**config.mk**
```make
export PLATFORM = sky130hd
export DESIGN_NAME = instruction_fetch
export DESIGN_NICKNAME = d
export VERILOG_FILES = /design/src/rtl/instruction_fetch.sv
export SDC_FILE = /design/constraint.sdc
export NUM_CORES = 1
export LEC_CHECK = 0
export ABC_AREA = 1
export CELL_PAD_IN_SITES_DETAIL_PLACEMENT = 1
export CELL_PAD_IN_SITES_GLOBAL_PLACEMENT = 1
export CORE_UTILIZATION = 40
export CTS_BUF_LIST = sky130_fd_sc_hd__clkbuf_16
export DETAILED_ROUTE_END_ITERATION = 7
export PLACE_DENSITY = 0.83
export SLEW_MARGIN = 20
export SYNTH_ARGS = -nofsm -noshare
export SYNTH_HDL_FRONTEND = slang
export SYNTH_SLANG_ARGS = --single-unit
```
**constraint.sdc**
```tcl
create_clock -name clk -period 2.58 [get_ports clk]
set_input_delay 0.516 -clock clk [delete_from_list [all_inputs] [get_ports clk]]
set_output_delay 0.516 -clock clk [all_outputs]
set_load 0.01 [all_outputs]
```
**src/rtl/instruction_fetch.sv**
```systemverilog
// Instruction fetch: owns the fetch PC, reads instruction_memory combinationally,
// and buffers {pc, word} pairs in a prefetch FIFO drained by decode.
// Optional: IFETCH_HALT_ON_ZERO_EN stops fetch when a zero word is read.
module instruction_fetch #(
  parameter int unsigned DEPTH    = 4,
  parameter logic [31:0] RESET_PC = 32'h0
) (
  input  logic        clk,
  input  logic        rst,
  output logic [31:0] Add,
  input  logic [31:0] Instr,
  output logic        instr_valid,
  output logic [31:0] instr_out,
  output logic [31:0] pc_out,
  input  logic        instr_ready,
  input  logic        redirect,
  input  logic [31:0] redirect_pc,
  output logic        halted
);
  localparam int PW = $clog2(DEPTH);
  localparam logic [PW:0] FULL = (PW+1)'(DEPTH);

  typedef struct packed {
    logic [31:0] pc;
    logic [31:0] instr;
  } fentry_t;

  fentry_t [DEPTH-1:0] fifo;
  logic [PW-1:0]       head, tail;
  logic [PW:0]         count;
  logic [31:0]         fpc;
  logic                pop, push, room;
  logic                unused_lsb;

  assign Add         = fpc;
  assign instr_valid = (count != '0);
  assign instr_out   = fifo[head].instr;
  assign pc_out      = fifo[head].pc;
  assign pop         = instr_valid & instr_ready;
  // A full FIFO still has room when the head leaves this cycle.
  assign room        = (count < FULL) | pop;
  assign unused_lsb  = ^redirect_pc[1:0];

`ifdef IFETCH_HALT_ON_ZERO_EN
  logic halt_set, halted_int;

  always_comb begin
    push     = 1'b0;
    halt_set = 1'b0;
    if (!redirect && !halted_int && room) begin
      if (Instr == 32'h0) halt_set = 1'b1;
      else                push     = 1'b1;
    end
  end

  always_ff @(posedge clk) begin
    if (rst || redirect) halted_int <= 1'b0;
    else if (halt_set)   halted_int <= 1'b1;
  end

  assign halted = halted_int;
`else
  assign push   = !redirect && room;
  assign halted = 1'b0;
`endif

  always_ff @(posedge clk) begin
    if (rst) begin
      fpc   <= RESET_PC;
      head  <= '0;
      tail  <= '0;
      count <= '0;
      fifo  <= '0;
    end else if (redirect) begin
      // Any same-cycle pop is dropped along with the rest of the FIFO.
      fpc   <= {redirect_pc[31:2], 2'b00};
      head  <= '0;
      tail  <= '0;
      count <= '0;
    end else begin
      if (push) begin
        fifo[tail] <= '{pc: fpc, instr: Instr};
        tail       <= tail + 1'b1;
        fpc        <= fpc + 32'd4;
      end
      if (pop) head <= head + 1'b1;
      count <= count + {{PW{1'b0}}, push} - {{PW{1'b0}}, pop};
    end
  end
endmodule
```
==> out/results.ini <==
[status]
status=finished, violations left
violations=negative setup slack

[placed_design]
detailed_place_hpwl_um=27700
pre_cts_slack_ns=-0.0104
place_area_mm2=0.0149
dp_cells=2297
gp_congestion=0.891
io_buffers=158

[power_and_ir_drop]
power_mw=10.4
p_leak_nw=6.21
p_per_area_mw_per_mm2=641
peakVddDrop_mv=0.508

[synth]
async_flop_share_pct=0
synth_warnings=0
syn-cell-area_mm2=0.0131
synth_common_cells=nand2_1 (358), dfxtp_1 (285), a21oi_1 (278)
ys_ff_latch=285
synth_cell_types=34
synthCells=1844
yosys_most_used_dff=dfxtp_1
synth_top_area_share_pct=43.5
ys_top_cells_by_area=dfxtp_1 (43%), a21oi_1 (11%), nand2_1 (10%)
synth_edf_count=0
yosys.area.top_type=dfxtp_1
yosysMostFrequentCell=nand2_1
syn_avg_cell_area_um2=7.12
seq_area_frac_synth_pct=43.5

[detailed_routing]
top_layer=met4
drt_wl_total_um=47900
wl_met2_um=22700
first_iter_violations=1067
wire_per_inst_um=20.3
dr_wl_met3_um=2840
met1_length_um=21000
vias_per_cell=5.77
first_pass_iters=5
drc=0
antenna_left=0
vias=13600

[final_layout]
finalNetCount=1979
fillCellCount=4005
finalNonFillerCells=2362
multi_input_area_mm2=0.00646
layout-drive-gt1-share_pct=7.63
area_growth_pct=23.7
finalInstanceArea_mm2=0.0162
seq_area_mm2=0.00571

[clocking]
root_buffer=clkbuf_16
htree_levels=1
cts_tree=done
numCtsBuffers=31
cts_max_path_buffers=3
worst_skew_pair.late_latency_ns=0.56
cts.sinks=285
clk_pin_slew_worst_paths_ns=0.06

[floorplanning]
die_h_um=183
initial_core_util_pct=41.2
io_pins=166
core_area_mm2=0.0319
die_x_um=183
row_count=65
dieArea_mm2=0.0335

[global_routing]
antenna_found_initial=1
grt.overflow.total=0
grt_start_max_net_pins=105
grt_pass1_vias=13700
grt.total_usage_pct=27.9
grt_pass1_wl_um=75200

[sta]
period_share_pct=102
finClkSkew_ns=0.0124
worstMarginPinSlew_ns=0.617
rsz0062_at_grt=true
period_needed_ns=2.63
relSlewSlack_pct=58.7
fmaxAchievable_ghz=0.380
drv_slew=0
hold_viol=0
fin_ws_ns=-0.0515
setup_viol=2
setup_tns_ns=-0.0664

[worst_setup_path]
start_kind=register
crit_required_ns=2.06
crit_type=register to output port
cp.arrival_ns=2.12
crit_path_max_fanout=24
end_kind=output port

[run]
drv_cap=0

[min_path]
hold_path_class=input pin to register

[critical path, cell delays in order (launching register included)]
cell	delay, ns
dfxtp_4	0.41
inv_8	0.12
buf_8	0.20
nor2_1	0.06
o22ai_1	0.20
clkdlybuf4s50_1	0.57
[state kept, by name (all words and copies together) (netlist names)]
register	count
fifo	248
head	2
count	3
tail	2
Add	30
[layout by cell type (no fill, tap or decap), drive strengths merged, types with 4 or more instances in the layout]
cell type	instances
conb	5
xnor2	6
o21ai	137
a31oi	6
nand3b	8
dlymetal6s2s	31
clkinv	16
bufinv	5
nand3	257
xor2	6
clkdlybuf4s50	96
o22ai	61
ha	7
buf	49
dfxtp	285
a221oi	4
nand2	364
clkbuf	39
a22oi	17
inv	38
nor2	177
a21oi	278
dlygate4sd2	27
[cell type report]
type                    count  area share [%]
well taps                 435            3.35
inverters                  34           0.848
flip-flops and latches    285            35.2
clock buffers              31            4.78
clock inverters            25            1.46
repair buffers            212            14.5
multi-input cells        1339            39.8
diodes                      1          0.0154
[metal layers]
metal,up-vias,track usage [%]
met5,-,0
met4,0,8.97
met3,74,3.65
met2,435,47.0
met1,6757,37.0
li1,6356,-
[path summary, 6_finish.rpt]
check                               from      endpoint  slack [ns]  cells after the start
worst max register to register  count[1]      count[2]        0.58                     12
worst min-delay path                 rst        Add[2]        0.43                      2
worst max-delay path             head[0]  instr_out[5]       -0.05                      5
worst min register to register  fifo[83]      fifo[83]        0.46                      2
[timing repair]
item / in CTS / in global routing
buffers inserted: 0 / 3
resized for setup: 42 / 51
pin swaps: 3 / 3
cloned: 1 / 4
endpoints found under the setup margin: 62 / 34
hold buffers: 0 / 0
[power by group]
group	switching [mW]	internal [mW]
combinational	0.752	0.499
clock	1.84	2.66
sequential	0.141	4.52
total	2.73	7.68
[cells by family after synthesis]
family | share of synthesized area (%)
XOR/XNOR | 0.801
other | 0.0286
AND/OR/NAND/NOR | 26.6
AO/OA/AOI/OAI | 20.5
buffers and inverters | 7.78
flip-flops | 43.5
adder cells (fa/ha/maj) | 0.820
[stage by stage]
step,hold WS (ns),utilization (%)
after floorplan,0.437,-
after global placement,0.443,46.9
after detailed placement,0.448,46.9
final,0.435,50.9
after global routing,0.469,50.9
after CTS,0.433,50.2
(Power assumes the default switching activity.)
